===== src/rtl/spi_slave_pkg.sv =====
// Shared types and constants for the SPI slave front-end.
package spi_slave_pkg;

    localparam int DEF_WIDTH = 8;

    function automatic int cnt_width(input int width);
        return (width > 1) ? $clog2(width) : 1;
    endfunction

    localparam int CNT_W = cnt_width(DEF_WIDTH);

    typedef enum logic [2:0] {
        IDLE,
        CMD,
        ADDR,
        WRITE,
        READ
    } state_e;

endpackage


===== src/rtl/spi_slave_if.sv =====
// Pin-side and register-file-side signals of the SPI slave, grouped with modports.
interface spi_slave_if
    import spi_slave_pkg::*;
#(
    parameter int WIDTH = DEF_WIDTH
) ();

    logic             SS;
    logic             MOSI;
    logic             MISO;
    logic             Wr_EN;
    logic             Rd_EN;
    logic [WIDTH-1:0] Rd_Data;
    logic [WIDTH-1:0] Address;
    logic [WIDTH-1:0] Wr_Data;

    modport slave (
        input  SS, MOSI, Rd_Data,
        output MISO, Wr_EN, Rd_EN, Address, Wr_Data
    );

    modport master (
        output SS, MOSI, Rd_Data,
        input  MISO, Wr_EN, Rd_EN, Address, Wr_Data
    );

endinterface


===== src/rtl/spi_slave_shreg.sv =====
// WIDTH-bit shift register with parallel load; shifts toward the MSB, serial data enters at bit 0.
module spi_slave_shreg #(
    parameter int WIDTH = 8
) (
    input  logic             clk_i,
    input  logic             rst_ni,
    input  logic             load_i,
    input  logic             shift_i,
    input  logic             ser_i,
    input  logic [WIDTH-1:0] data_i,
    output logic [WIDTH-1:0] q_o
);

    logic [WIDTH-1:0] sr_q;
    logic [WIDTH-1:0] sr_d;
    logic [WIDTH-1:0] shifted;

    for (genvar gi = 0; gi < WIDTH; gi++) begin : g_bit
        if (gi == 0) begin : g_lsb
            assign shifted[gi] = ser_i;
        end else begin : g_upper
            assign shifted[gi] = sr_q[gi-1];
        end
    end

    always_comb begin
        sr_d = sr_q;
        if (load_i) begin
            sr_d = data_i;
        end else if (shift_i) begin
            sr_d = shifted;
        end
    end

    always_ff @(posedge clk_i or negedge rst_ni) begin
        if (!rst_ni) begin
            sr_q <= '0;
        end else begin
            sr_q <= sr_d;
        end
    end

    assign q_o = sr_q;

endmodule


===== src/rtl/spi_slave.sv =====
// SPI slave: start bit, R/W flag, address, then a burst of data words to/from a register port.
// Define SPI_ADDR_AUTOINC_EN to step Address by one for every burst word after the first.
module spi_slave
    import spi_slave_pkg::*;
#(
    parameter int WIDTH = DEF_WIDTH
) (
    input  logic        SCLK,
    input  logic        RST,
    spi_slave_if.slave  bus
);

    localparam int CW = cnt_width(WIDTH);

    state_e           state_q, state_d;
    logic [CW-1:0]    cnt_q, cnt_d;
    logic             rw_q, rw_d;
    logic [WIDTH-1:0] addr_q, addr_d;
    logic [WIDTH-1:0] wdata_q, wdata_d;
    logic             wr_en_q, wr_en_d;
    logic             rd_en_q, rd_en_d;
`ifdef SPI_ADDR_AUTOINC_EN
    logic             first_q, first_d;
`endif

    logic             sr_load;
    logic             sr_shift;
    logic [WIDTH-1:0] sr_q;
    logic [WIDTH-1:0] rx_word;
    logic             last_bit;

    // One register serves as RX in ADDR/WRITE and as TX in READ.
    spi_slave_shreg #(.WIDTH(WIDTH)) u_shreg (
        .clk_i   (SCLK),
        .rst_ni  (RST),
        .load_i  (sr_load),
        .shift_i (sr_shift),
        .ser_i   (bus.MOSI & (state_q != READ)),
        .data_i  ((state_q == READ) ? bus.Rd_Data : '0),
        .q_o     (sr_q)
    );

    assign rx_word  = {sr_q[WIDTH-2:0], bus.MOSI};
    assign last_bit = (cnt_q == CW'(WIDTH - 1));

    always_comb begin
        state_d  = state_q;
        cnt_d    = cnt_q;
        rw_d     = rw_q;
        addr_d   = addr_q;
        wdata_d  = wdata_q;
        wr_en_d  = 1'b0;
        rd_en_d  = 1'b0;
        sr_load  = 1'b0;
        sr_shift = 1'b0;
`ifdef SPI_ADDR_AUTOINC_EN
        first_d  = first_q;
`endif
        if (bus.SS) begin
            state_d = IDLE;
            cnt_d   = '0;
        end else begin
            case (state_q)
                IDLE: begin
                    if (bus.MOSI) state_d = CMD;
                end
                CMD: begin
                    rw_d    = bus.MOSI;
                    cnt_d   = '0;
                    state_d = ADDR;
                end
                ADDR: begin
                    sr_shift = 1'b1;
                    cnt_d    = cnt_q + CW'(1);
                    if (last_bit) begin
                        addr_d = rx_word;
                        cnt_d  = '0;
`ifdef SPI_ADDR_AUTOINC_EN
                        first_d = 1'b1;
`endif
                        // Loading zeros keeps MISO low until the first read word arrives.
                        sr_load = 1'b1;
                        if (rw_q) begin
                            state_d = READ;
                            rd_en_d = 1'b1;
                        end else begin
                            state_d = WRITE;
                        end
                    end
                end
                WRITE: begin
                    sr_shift = 1'b1;
                    cnt_d    = cnt_q + CW'(1);
                    if (last_bit) begin
                        cnt_d   = '0;
                        wdata_d = rx_word;
                        wr_en_d = 1'b1;
`ifdef SPI_ADDR_AUTOINC_EN
                        first_d = 1'b0;
                        if (!first_q) addr_d = addr_q + WIDTH'(1);
`endif
                    end
                end
                READ: begin
                    // The cycle after a request is the one that carries Rd_Data.
                    if (rd_en_q) sr_load = 1'b1;
                    else         sr_shift = 1'b1;
                    cnt_d = cnt_q + CW'(1);
                    if (last_bit) begin
                        cnt_d   = '0;
                        rd_en_d = 1'b1;
`ifdef SPI_ADDR_AUTOINC_EN
                        addr_d = addr_q + WIDTH'(1);
`endif
                    end
                end
                default: state_d = IDLE;
            endcase
        end
    end

    always_ff @(posedge SCLK or negedge RST) begin
        if (!RST) begin
            state_q <= IDLE;
            cnt_q   <= '0;
            rw_q    <= 1'b0;
            addr_q  <= '0;
            wdata_q <= '0;
            wr_en_q <= 1'b0;
            rd_en_q <= 1'b0;
`ifdef SPI_ADDR_AUTOINC_EN
            first_q <= 1'b0;
`endif
        end else begin
            state_q <= state_d;
            cnt_q   <= cnt_d;
            rw_q    <= rw_d;
            addr_q  <= addr_d;
            wdata_q <= wdata_d;
            wr_en_q <= wr_en_d;
            rd_en_q <= rd_en_d;
`ifdef SPI_ADDR_AUTOINC_EN
            first_q <= first_d;
`endif
        end
    end

    assign bus.MISO    = (state_q == READ) ? sr_q[WIDTH-1] : 1'b0;
    assign bus.Wr_EN   = wr_en_q;
    assign bus.Rd_EN   = rd_en_q;
    assign bus.Address = addr_q;
    assign bus.Wr_Data = wdata_q;

endmodule


===== src/flat_wrapper.sv =====
// flat-port wrapper written by rule: the top's interface ports become plain ports
module spi_slave_flat import spi_slave_pkg::*;
#(
    parameter int WIDTH = DEF_WIDTH
)
  (SCLK, RST, bus_SS, bus_MOSI, bus_Rd_Data, bus_MISO, bus_Wr_EN, bus_Rd_EN, bus_Address, bus_Wr_Data);
  spi_slave_if #(.WIDTH(WIDTH)) bus_i ();
  input  logic SCLK;
  input  logic RST;
  input wire logic [$bits(bus_i.SS)-1:0] bus_SS;
  input wire logic [$bits(bus_i.MOSI)-1:0] bus_MOSI;
  input wire logic [$bits(bus_i.Rd_Data)-1:0] bus_Rd_Data;
  output wire logic [$bits(bus_i.MISO)-1:0] bus_MISO;
  output wire logic [$bits(bus_i.Wr_EN)-1:0] bus_Wr_EN;
  output wire logic [$bits(bus_i.Rd_EN)-1:0] bus_Rd_EN;
  output wire logic [$bits(bus_i.Address)-1:0] bus_Address;
  output wire logic [$bits(bus_i.Wr_Data)-1:0] bus_Wr_Data;
  assign bus_i.SS = bus_SS;
  assign bus_i.MOSI = bus_MOSI;
  assign bus_i.Rd_Data = bus_Rd_Data;
  assign bus_MISO = bus_i.MISO;
  assign bus_Wr_EN = bus_i.Wr_EN;
  assign bus_Rd_EN = bus_i.Rd_EN;
  assign bus_Address = bus_i.Address;
  assign bus_Wr_Data = bus_i.Wr_Data;
  spi_slave #(.WIDTH(WIDTH)) u_core (.SCLK(SCLK), .RST(RST), .bus(bus_i));
endmodule

===== config.mk =====
export PLATFORM = sky130hd
export DESIGN_NAME = spi_slave_flat
export DESIGN_NICKNAME = d
export VERILOG_FILES = /design/src/rtl/spi_slave_pkg.sv /design/src/rtl/spi_slave_if.sv /design/src/rtl/spi_slave_shreg.sv /design/src/rtl/spi_slave.sv /design/src/flat_wrapper.sv
export SDC_FILE = /design/constraint.sdc
export NUM_CORES = 1
export LEC_CHECK = 0
export ABC_AREA = 1
export BUFFER_PORTS_ARGS = -buffer_cell sky130_fd_sc_hd__buf_2
export CAP_MARGIN = 10
export CORE_ASPECT_RATIO = 0.6
export CORE_UTILIZATION = 30
export CTS_CLUSTER_DIAMETER = 60
export DETAILED_ROUTE_END_ITERATION = 16
export MAX_ROUTING_LAYER = met4
export PLACE_DENSITY_LB_ADDON = 0.08
export SLEW_MARGIN = 20
export SYNTH_ARGS = -nofsm -noshare
export SYNTH_HDL_FRONTEND = slang
export SYNTH_SLANG_ARGS = --single-unit
export TNS_END_PERCENT = 30

===== constraint.sdc =====
create_clock -name SCLK -period 1.86 [get_ports SCLK]
set_input_delay 0.279 -clock SCLK [delete_from_list [all_inputs] [get_ports SCLK]]
set_output_delay 0.279 -clock SCLK [all_outputs]
set_load 0.03 [all_outputs]

==> results.sh, run 1 <==
export IMPL_nFillCells=556
export IMPL_final_layout_size_suffix_gt1_frac=0.237
export IMPL_xor_xnor_fraction_of_synth_area=0
export IMPL_rsz0062_at_grt="false"
export IMPL_design_core_area_sq_mm=0.00510
export IMPL_num_io_pins=31
export IMPL_ys_seq_area_frac=0.512
export IMPL_cellPowerDensity_mw_per_mm2=1060
export IMPL_synth_compound_area_frac=0.0838
export IMPL_netlist_area_leader_share=0.512
export IMPL_cp_top_family="simple AND/OR/NAND/NOR gates"
export IMPL_vdd_drop_max_v=0.000389
export IMPL_first_pass_grt_wire_length_microns=6410
export IMPL_synth_warning_count=0
export IMPL_drt_wirelength_per_cell_microns=12.6
export IMPL_crit_fanout=7
export IMPL_cap_violations=0
export IMPL_max_slew_worst_pin_slew_ns=0.452
export IMPL_totalNegativeSetupSlack_ns=0
export IMPL_grt_overflow_total=0
export IMPL_first_global_vias=1267
export IMPL_tritoncts="done"
export IMPL_route_final_wire_length_microns=3760
export IMPL_netlist_instances=196
export IMPL_pre_cts_ws_ns=0.182
export IMPL_gp_congestion=0.854
export IMPL_worst_ep_required_time_ns=1.58
export IMPL_outcome="completed"
export IMPL_syn_area_per_cell_sq_um=8.23
export IMPL_power_switching_w=0.000763
export IMPL_cts_made_buffers=5
export IMPL_postSynthNetCount=211
export IMPL_min_path_type="input pin to asynchronous set/reset pin"
export IMPL_vias=1338
export IMPL_syn2layout_area_growth_pct=19.4
export IMPL_worst_ep_arrival_time_ns=1.43
export IMPL_detail_route_first_pass_iterations=4
export IMPL_worst_reg2reg_path_depth=8
export IMPL_worstPathBufferInverterCount=1
export IMPL_drv_slew=0
export IMPL_top_cells_by_area_in_the_synthesized_netlist="dfrtp_1 (51%), nand2_1 (15%), nand3_1 (8.1%), o21ai_0 (4.0%), inv_1 (3.7%)"
export IMPL_clock_tree_htree_level_count=2
export IMPL_finalWorstSetupSlack_ns=0.148
export IMPL_finalSetupViolations=0
export IMPL_synthesis_area_sq_mm=0.00161
export IMPL_die_area_sq_mm=0.00568
export IMPL_final_cycle_share=0.921
export IMPL_post_synth_num_cell_types=23
export IMPL_worstSetupPathDepth=4
export IMPL_standard_cell_with_the_maximum_stage_delay_on_the_critical_path="dfrtp_1"
export IMPL_final_min_clock_period_ns=1.71
export IMPL_grt_use_total=0.154
export IMPL_worst_max_slew_margin_expressed_relative_to_the_limit=0.699
export IMPL_first_iter_violations=82
export IMPL_startpoint="u_core.state_q[1]$_DFFE_PN0P_"
export IMPL_start_util=0.316
export IMPL_clock_tree_buffer_depth=2
export IMPL_grt_antenna_before_repair=0
export IMPL_routed_via_density=4.49
export IMPL_end_kind="output pin"
export IMPL_ctsHoldBuffers=0
export IMPL_cellInternalPower_w=0.00128
export IMPL_yosysTopAreaCell="dfrtp_1"
export IMPL_number_of_nets_still_failing_antenna_checks_after_routing=0
export IMPL_worst_setup_hold_path_clk_slew_ns=0.07
export IMPL_lkg_pwr_nw=1.02
export IMPL_drcViolationCount=0
export IMPL_fmaxAchievable_mhz=584
export IMPL_fin_skew_ns=0.00579
export IMPL_maximum_number_of_pins_on_one_net_before_global_route_repair=34
export IMPL_reg2reg_from="u_core.cnt_q[0]$_DFFE_PN0P_"
export IMPL_path_class="flip-flop to output pin"
export IMPL_clk_insertion_delay_late_ns=0.29
export IMPL_switching_share=0.373
export IMPL_synth_top_family_by_area="simple AND/OR/NAND/NOR gates"
export IMPL_final_hold_violations=0
export IMPL_num_nets_final=246
export IMPL_power_sequential_fraction=0.454
export IMPL_synthSimpleGateAreaFrac=0.311
export IMPL_place_detailed_hpwl_microns=2700
export IMPL_clock_power_share=0.265
export IMPL_timing_critical_path_slowest_cell_delay_ns=0.47
export IMPL_placement_io_buffers=30
export IMPL_share_comb_of_total_power=0.281
export IMPL_synth_fa_ha_area_frac=0.0233
export IMPL_master_cell_of_the_clock_root_buffer="clkbuf_8"
export IMPL_worstPathCellList="nor2_4 > nand2_2 > nor2_1 > buf_2"
export IMPL_postSynthRegisterBits=33
export IMPL_chipWidth_microns=96.7
export IMPL_worst_setup_path_start_kind="flip-flop"
export IMPL_muxShareOfSynthArea=0
export IMPL_worst_hold_slack_ns=0.0117
export IMPL_dieHeight_microns=58.8
export IMPL_clock_sinks=33
export IMPL_num_rows=20
export IMPL_diodes=0
==> through the flow <==
step	instances	instance area, sq um	utilization	total power [W]
floorplan	196	1610	-	0.00135
global placement	290	1830	0.359	0.00154
detailed placement	290	1830	0.359	0.00152
CTS	298	1920	0.376	0.00207
global route	298	1930	0.377	0.00222
finish	298	1930	0.377	0.00205
==> worst register-to-register path, cell delays in order (launching register included) <==
cell and delay (ns):
dfrtp_1 0.35, ha_1 0.18, ha_1 0.18, inv_1 0.09
nor2_2 0.17, nand3_4 0.22, buf_4 0.24, nand2_1 0.05
o21ai_0 0.07
==> synth_stat cells (all sizes together) <==
| library cell | number |
|---|---|
| nand2 | 69 |
| dfrtp | 33 |
| nand3 | 27 |
| o21ai | 21 |
| inv | 19 |
| nor2 | 9 |
| buf | 5 |
| a21oi | 4 |
| ha | 3 |
| clkinv | 2 |
| nand4 | 2 |
| nor3b | 1 |
| o22ai | 1 |
==> routing by layer <==
layer	share of wire	GRT usage	routed length [microns]	vias to the layer above
met4	0.0083	0.0576	31	0
met3	0.047	0.0451	178	5
met5	0	-	0	-
met2	0.36	0.196	1360	37
met1	0.58	0.224	2190	593
li1	-	-	-	703
==> power groups by stage <==
stage | registers, W | clock network, W | logic [W]
finish | 0.000930 | 0.000542 | 0.000574
global route | 0.000948 | 0.000589 | 0.000681
CTS | 0.000927 | 0.000562 | 0.000578
detailed placement | 0.000940 | 0 | 0.000576
global placement | 0.000948 | 0 | 0.000594
floorplan | 0.000922 | 0 | 0.000432
==> flip-flops by register name (all words and copies together), names as in the netlist <==
name / flops
u_core.u_shreg.q_o: 8
u_core.bus.Address: 8
u_core.state_q: 3
u_core.cnt_q: 3
u_core.bus.Wr_EN: 1
u_core.bus.Wr_Data: 8
u_core.rw_q: 1
u_core.bus.Rd_EN: 1
==> layout make-up <==
| cell class | count | area (sq um) | share of cell area |
|---|---|---|---|
| sequential | 33 | 826 | 0.429 |
| multi-input combinational | 137 | 679 | 0.353 |
| timing repair buffer | 33 | 173 | 0.0897 |
| tap | 66 | 82.6 | 0.0429 |
| inverter | 21 | 78.8 | 0.0409 |
| clock buffer | 5 | 68.8 | 0.0357 |
| clock inverter | 3 | 17.5 | 0.00910 |
==> worst paths after layout <==
check | end | slack (ns)
worst max-delay path | bus_MISO | 0.15
worst max register to register | u_core.bus.Address[1]$_DFFE_PN0P_ | 0.19
min in group SCLK | u_core.u_shreg.q_o[2]$_DFFE_PN0P_ | 0.26
worst min-delay path | u_core.cnt_q[2]$_DFFE_PN0P_ | 0.01
max in group asynchronous | u_core.state_q[1]$_DFFE_PN0P_ | 1.52
worst min register to register | u_core.bus.Wr_Data[1]$_DFFE_PN0P_ | 0.48
==> kinds of logic (layout without fill, tap and decap cells) <==
| kind of cell | count (synthesis) | after routing |
|---|---|---|
| and+or+nand+nor | 108 | 108 |
| DFF | 33 | 33 |
| AOI/OAI and AO/OA | 26 | 26 |
| buffers and inverters | 26 | 62 |
| adders and majority gates | 3 | 3 |
==> cell usage in the layout, fill, tap and decap left out, drive strengths merged, types with 2 or more instances in the layout <==
cell / Yosys / routed
o21ai: 21 / 21
clkinv: 2 / 4
nand2: 69 / 69
nand3: 27 / 27
nor2: 9 / 9
clkbuf: 0 / 5
buf: 5 / 33
a21oi: 4 / 4
dfrtp: 33 / 33
inv: 19 / 19
nand4: 2 / 2
ha: 3 / 3
==> repair_timing <==
item,in CTS,in global routing
setup buffers,0,0
endpoints found under the setup margin,0,4
gates resized for setup,0,1
Note: power is estimated with default switching activity, not from simulation.
==> run 2: changes to the inputs <==
--- a/config.mk
+++ b/config.mk
@@ -8,12 +8,11 @@
 export ABC_AREA = 1
 export BUFFER_PORTS_ARGS = -buffer_cell sky130_fd_sc_hd__buf_2
 export CAP_MARGIN = 10
-export CORE_ASPECT_RATIO = 0.6
 export CORE_UTILIZATION = 30
 export CTS_CLUSTER_DIAMETER = 60
 export DETAILED_ROUTE_END_ITERATION = 16
 export MAX_ROUTING_LAYER = met4
-export PLACE_DENSITY_LB_ADDON = 0.08
+export PLACE_DENSITY = 0.56
 export SLEW_MARGIN = 20
 export SYNTH_ARGS = -nofsm -noshare
 export SYNTH_HDL_FRONTEND = slang
==> constraint.sdc (replaced) <==
create_clock -name SCLK -period 1.8 [get_ports SCLK]
set_input_delay 0.27 -clock SCLK [delete_from_list [all_inputs] [get_ports SCLK]]
set_output_delay 0.27 -clock SCLK [all_outputs]
set_load 0.03 [all_outputs]
==> run 2 against run 1 <==
Sequential power grew 3.5%. Critical path depth is the same. Cell count grew 1.7%. Via count grew 3.2%. First-iteration DRC count shrank 26%. Die area shrank 0.17%. Global-route usage shrank 0.39 points. Critical path type unchanged. Highest routed layer unchanged.
==> results.sh, run 2 (synthesis results as in run 1) <==
export IMPL_standard_cell_with_the_maximum_stage_delay_on_the_critical_path="dfrtp_1"
export IMPL_grt_overflow_total=0
export IMPL_worst_ep_required_time_ns=1.53
export IMPL_num_io_pins=31
export IMPL_cts_made_buffers=5
export IMPL_first_pass_grt_wire_length_microns=6150
export IMPL_totalNegativeSetupSlack_ns=0
export IMPL_final_min_clock_period_ns=1.68
export IMPL_clock_power_share=0.349
export IMPL_dp_cells=293
export IMPL_worst_max_slew_margin_expressed_relative_to_the_limit=0.501
export IMPL_nFillCells=558
export IMPL_vdd_drop_max_v=0.000363
export IMPL_gp_congestion=0.833
export IMPL_start_util=0.314
export IMPL_ctsHoldBuffers=0
export IMPL_cellInternalPower_w=0.00161
export IMPL_diodes=0
export IMPL_first_global_vias=1325
export IMPL_drv_slew=0
export IMPL_worst_setup_hold_path_clk_slew_ns=0.07
export IMPL_master_cell_of_the_clock_root_buffer="clkbuf_8"
export IMPL_path_class="flip-flop to output pin"
export IMPL_max_slew_worst_pin_slew_ns=0.749
export IMPL_drt_wirelength_per_cell_microns=11.5
export IMPL_mostFrequentLayoutCells="nand2_1 (66), dfrtp_1 (33), buf_2 (30), nand3_1 (26), inv_1 (16)"
export IMPL_detail_route_first_pass_iterations=4
export IMPL_routed_via_density=4.56
export IMPL_post_dp_cell_area_sq_mm=0.00183
export IMPL_worst_ep_arrival_time_ns=1.41
export IMPL_rsz0062_at_grt="false"
export IMPL_fmaxAchievable_mhz=597
export IMPL_outcome="completed"
export IMPL_finalSetupViolations=0
export IMPL_grt_antenna_before_repair=0
export IMPL_dieHeight_microns=75.3
export IMPL_die_area_sq_mm=0.00567
export IMPL_place_detailed_hpwl_microns=2520
export IMPL_route_final_wire_length_microns=3480
export IMPL_fin_cells=303
export IMPL_switching_share=0.319
export IMPL_cap_violations=0
export IMPL_drcViolationCount=0
export IMPL_number_of_nets_still_failing_antenna_checks_after_routing=0
export IMPL_final_hold_violations=0
export IMPL_syn2layout_area_growth_pct=23.1
export IMPL_final_cycle_share=0.931
export IMPL_share_comb_of_total_power=0.242
export IMPL_clock_tree_htree_level_count=2
export IMPL_clock_tree_buffer_depth=2
export IMPL_cellPowerDensity_mw_per_mm2=1190
export IMPL_num_nets_final=247
export IMPL_end_kind="output pin"
export IMPL_vias=1381
export IMPL_maximum_number_of_pins_on_one_net_before_global_route_repair=34
export IMPL_lkg_pwr_nw=1.04
export IMPL_power_switching_w=0.000751
export IMPL_first_iter_violations=61
export IMPL_clock_sinks=33
export IMPL_grt_use_total=0.150
export IMPL_worst_setup_path_start_kind="flip-flop"
export IMPL_worst_hold_slack_ns=0.0509
export IMPL_fin_skew_ns=0.00160
export IMPL_r2r_setup_slack_ns=0.20
export IMPL_num_rows=26
export IMPL_clk_insertion_delay_late_ns=0.28
export IMPL_stdcell_area_sq_mm=0.00199
export IMPL_layout_commonest_cell="nand2_1"
export IMPL_tritoncts="done"
export IMPL_final_layout_size_suffix_gt1_frac=0.240
export IMPL_worstPathCellList="nor2_4 > nand2_2 > nor2_1 > buf_2"
export IMPL_timing_critical_path_slowest_cell_delay_ns=0.47
export IMPL_placement_io_buffers=30
export IMPL_design_core_area_sq_mm=0.00514
export IMPL_crit_fanout=7
export IMPL_chipWidth_microns=75.3
export IMPL_power_sequential_fraction=0.408
export IMPL_min_path_type="input pin to asynchronous set/reset pin"
==> run 2: changes by cell type in the layout (fill, tap and decap cells not counted), sizes merged <==
cell,change
buf,+1
bufinv,+2
clkinv,-1
clkinvlp,-1
==> run 2: cell type report <==
type | count | area (sq um) | share of cell area
Inverter | 21 | 78.8 | 0.0397
Sequential cell | 33 | 826 | 0.416
Timing Repair Buffer | 34 | 180 | 0.0907
Clock inverter | 3 | 65.1 | 0.0328
Tap cell | 70 | 87.6 | 0.0441
Multi-Input combinational cell | 137 | 679 | 0.342
Clock buffer | 5 | 68.8 | 0.0347
==> run 2: layer usage <==
metal	vias to the layer above	GRT usage	share of wire
met5	-	-	0
met4	0	0.0617	0.012
met3	2	0.0357	0.057
met2	35	0.213	0.42
met1	639	0.204	0.51
li1	705	-	-
==> run 2: what timing repair did <==
action / in CTS / in global routing
resized for setup: 0 / 1
buffers inserted: 0 / 2
endpoints found under the setup margin: 0 / 9
hold endpoints to repair: 0 / 0
==> run 2: through the flow <==
step / power [W] / setup WS, ns / util
2_1_floorplan: 0.00140 / 0.354 / -
3_3_place_gp: 0.00155 / 0.223 / 0.356
3_5_place_dp: 0.00155 / 0.151 / 0.356
4_1_cts: 0.00239 / 0.114 / 0.382
5_1_grt: 0.00253 / 0.00534 / 0.386
6_report: 0.00236 / 0.125 / 0.386
==> run 2: final timing paths <==
| path | startpoint | to | depth (start not counted) |
|---|---|---|---|
| max in group asynchronous | RST | u_core.bus.Wr_Data[0]$_DFFE_PN0P_ | 1 |
| worst max-delay path | u_core.state_q[1]$_DFFE_PN0P_ | bus_MISO | 4 |
| worst max register to register | u_core.cnt_q[0]$_DFFE_PN0P_ | u_core.u_shreg.q_o[5]$_DFFE_PN0P_ | 9 |
| worst min-delay path | RST | u_core.rw_q$_DFFE_PN0P_ | 1 |
| min in group SCLK | bus_MOSI | u_core.rw_q$_DFFE_PN0P_ | 3 |
| worst min register to register | u_core.u_shreg.q_o[5]$_DFFE_PN0P_ | u_core.u_shreg.q_o[5]$_DFFE_PN0P_ | 2 |
==> run 2: power groups by stage <==
stage                     clock network (W)  registers (W)  logic (W)
after global routing               0.000879       0.000982   0.000667
after floorplan                           0       0.000953   0.000446
final                              0.000823       0.000963   0.000572
after CTS                          0.000849       0.000962   0.000578
after detailed placement                  0       0.000977   0.000574
after global placement                    0       0.000975   0.000580
==> run 2: worst max-delay path, delay by kind of cell, from the launching register on <==
family,cells,cell delay (ns)
DFF,1,0.47
and+or+nand+nor,3,0.46
buffers and inverters,1,0.20
==> run 3: changes to the inputs <==
--- a/config.mk
+++ b/config.mk
@@ -8,6 +8,7 @@
 export ABC_AREA = 1
 export BUFFER_PORTS_ARGS = -buffer_cell sky130_fd_sc_hd__buf_2
 export CAP_MARGIN = 10
+export CORE_MARGIN = 2
 export CORE_UTILIZATION = 30
 export CTS_CLUSTER_DIAMETER = 60
 export DETAILED_ROUTE_END_ITERATION = 16
==> constraint.sdc (replaced) <==
create_clock -name SCLK -period 1.56 [get_ports SCLK]
set_input_delay 0.234 -clock SCLK [delete_from_list [all_inputs] [get_ports SCLK]]
set_output_delay 0.234 -clock SCLK [all_outputs]
set_load 0.03 [all_outputs]
==> run 3 against run 2 <==
Flip-flop and latch count unchanged. Cell count increased by 3.6%. Die area increased by 5.4%. Clock power decreased by 14%. Clock-buffer cell count increased by 2. Setup slack got worse by 0.055 ns. Sequential share of layout area decreased by 2.1 points. Critical path depth increased by 5.
==> results.sh, run 3 (synthesis results as in run 1) <==
export IMPL_timing_critical_path_slowest_cell_delay_ns=0.37
export IMPL_totalNegativeSetupSlack_ns=0
export IMPL_mostFrequentLayoutCells="nand2_1 (64), dfrtp_1 (31), buf_2 (30), nand3_1 (25), inv_1 (15)"
export IMPL_fin_skew_ns=0.00398
export IMPL_clock_sinks=33
export IMPL_final_hold_violations=0
export IMPL_syn2layout_area_growth_pct=30.0
export IMPL_master_cell_of_the_clock_root_buffer="clkbuf_8"
export IMPL_max_slew_worst_pin_slew_ns=0.427
export IMPL_rsz0062_at_grt="true"
export IMPL_first_iter_violations=98
export IMPL_clk_insertion_delay_late_ns=0.28
export IMPL_route_final_wire_length_microns=3720
export IMPL_worst_ep_required_time_ns=1.74
export IMPL_multiInputGateArea_sq_um=719
export IMPL_routed_via_density=4.54
export IMPL_gp_congestion=0.829
export IMPL_clock_tree_htree_level_count=2
export IMPL_grt_use_total=0.135
export IMPL_clock_tree_buffer_depth=2
export IMPL_min_path_type="input pin to flip-flop"
export IMPL_tritoncts="done"
export IMPL_finalSetupViolations=0
export IMPL_worstPathBufferInverterCount=1
export IMPL_r2r_setup_slack_ns=0.07
export IMPL_end_kind="flip-flop"
export IMPL_first_global_vias=1389
export IMPL_lkg_pwr_nw=1.08
export IMPL_worstHoldStart="bus_Rd_Data[3]"
export IMPL_placement_io_buffers=30
export IMPL_seqCellArea_sq_um=828
export IMPL_worst_ep_arrival_time_ns=1.67
export IMPL_detail_route_first_pass_iterations=4
export IMPL_num_rows=26
export IMPL_vias=1426
export IMPL_final_cycle_share=0.955
export IMPL_num_nets_final=258
export IMPL_grt_overflow_total=0
export IMPL_outcome="completed"
export IMPL_drv_slew=0
export IMPL_standard_cell_with_the_maximum_stage_delay_on_the_critical_path="dfrtp_1"
export IMPL_vdd_drop_max_v=0.000346
export IMPL_cap_violations=0
export IMPL_place_detailed_hpwl_microns=2720
export IMPL_stdcell_area_sq_mm=0.00210
export IMPL_fmaxAchievable_mhz=671
export IMPL_cp_common_cell="nand2_1"
export IMPL_final_layout_size_suffix_gt1_frac=0.303
export IMPL_worst_setup_hold_path_clk_slew_ns=0.07
export IMPL_cellPowerDensity_mw_per_mm2=1230
export IMPL_grt_antenna_before_repair=0
export IMPL_worst_max_slew_margin_expressed_relative_to_the_limit=0.715
export IMPL_design_core_area_sq_mm=0.00514
export IMPL_worstPathCellList="ha_2 > ha_4 > inv_2 > nor2_4 > nand3_4 > nand2_4 > nand2_1 > nand3_1 > nand2_1"
export IMPL_nFillCells=570
export IMPL_worst_setup_path_start_kind="flip-flop"
export IMPL_chipWidth_microns=77.3
export IMPL_post_dp_cell_area_sq_mm=0.00191
export IMPL_reg2reg_from="u_core.cnt_q[1]$_DFFE_PN0P_"
export IMPL_diodes=0
export IMPL_drt_wirelength_per_cell_microns=11.8
export IMPL_path_class="flip-flop to flip-flop"
export IMPL_die_area_sq_mm=0.00598
export IMPL_layout_commonest_cell="nand2_1"
export IMPL_num_io_pins=31
export IMPL_start_util=0.314
export IMPL_final_min_clock_period_ns=1.49
export IMPL_cts_made_buffers=5
export IMPL_drcViolationCount=0
export IMPL_crit_fanout=8
export IMPL_post_layout_total_power_w=0.00258
export IMPL_number_of_nets_still_failing_antenna_checks_after_routing=0
export IMPL_first_pass_grt_wire_length_microns=6270
export IMPL_dieHeight_microns=77.3
export IMPL_startpoint="u_core.cnt_q[1]$_DFFE_PN0P_"
export IMPL_cp_top_family="simple AND/OR/NAND/NOR gates"
export IMPL_maximum_number_of_pins_on_one_net_before_global_route_repair=18
-- run 3: timing repair --
item / in CTS / in global routing
endpoints found under the hold margin: 16 / 0
setup buffers: 1 / 1
cloned: 0 / 1
hold buffers: 1 / 0
endpoints found under the setup margin: 2 / 23
resized for setup: 0 / 16
pin swaps: 1 / 6
-- run 3: final timing paths --
check                                                          to  cells after the start
max in group asynchronous           u_core.state_q[0]$_DFFE_PN0P_                      3
worst min register to register  u_core.bus.Address[1]$_DFFE_PN0P_                      2
worst min-delay path            u_core.u_shreg.q_o[3]$_DFFE_PN0P_                      3
worst max-delay path            u_core.u_shreg.q_o[6]$_DFFE_PN0P_                      9
worst max register to register  u_core.u_shreg.q_o[6]$_DFFE_PN0P_                      9
min in group asynchronous       u_core.u_shreg.q_o[2]$_DFFE_PN0P_                      2
-- run 3: area by class of cell --
| class | count | share of cell area |
|---|---|---|
| Tap cell | 70 | 0.0418 |
| Clock buffer | 7 | 0.0459 |
| Inverter | 21 | 0.0376 |
| Sequential cell | 33 | 0.395 |
| Timing Repair Buffer | 44 | 0.134 |
| Clock inverter | 1 | 0.00239 |
| Multi-Input combinational cell | 138 | 0.343 |
-- run 3: routing by layer --
metal  vias up  GRT usage  wire [microns]
li1        728          -               -
met4         0     0.0518              37
met3         2     0.0412             215
met1       650      0.176            1810
met2        46      0.197            1660
met5         -          -               0
-- run 3: through the flow --
stage | util | hold WS (ns) | worst slack [ns] | cells
after floorplan | - | -0.0616 | 0.114 | 196
final | 0.408 | 0.205 | 0.0695 | 314
after global routing | 0.408 | 0.213 | -0.0313 | 314
after detailed placement | 0.372 | 0.201 | 0.0113 | 302
after global placement | 0.372 | 0.192 | 0.0619 | 302
after CTS | 0.395 | 0.199 | -0.00755 | 312
-- run 3: tightest hold or removal path, cell delays in order --
cell	delay, ns
buf_2	0.07
nand3_1	0.06
nand3_1	0.08
-- run 3: power breakdown --
group          leakage [nW]  switching, W  internal, W
combinational         0.584      0.000479     0.000287
sequential            0.445      0.000111     0.000998
clock                0.0542      0.000308     0.000399
total                  1.08      0.000898      0.00168
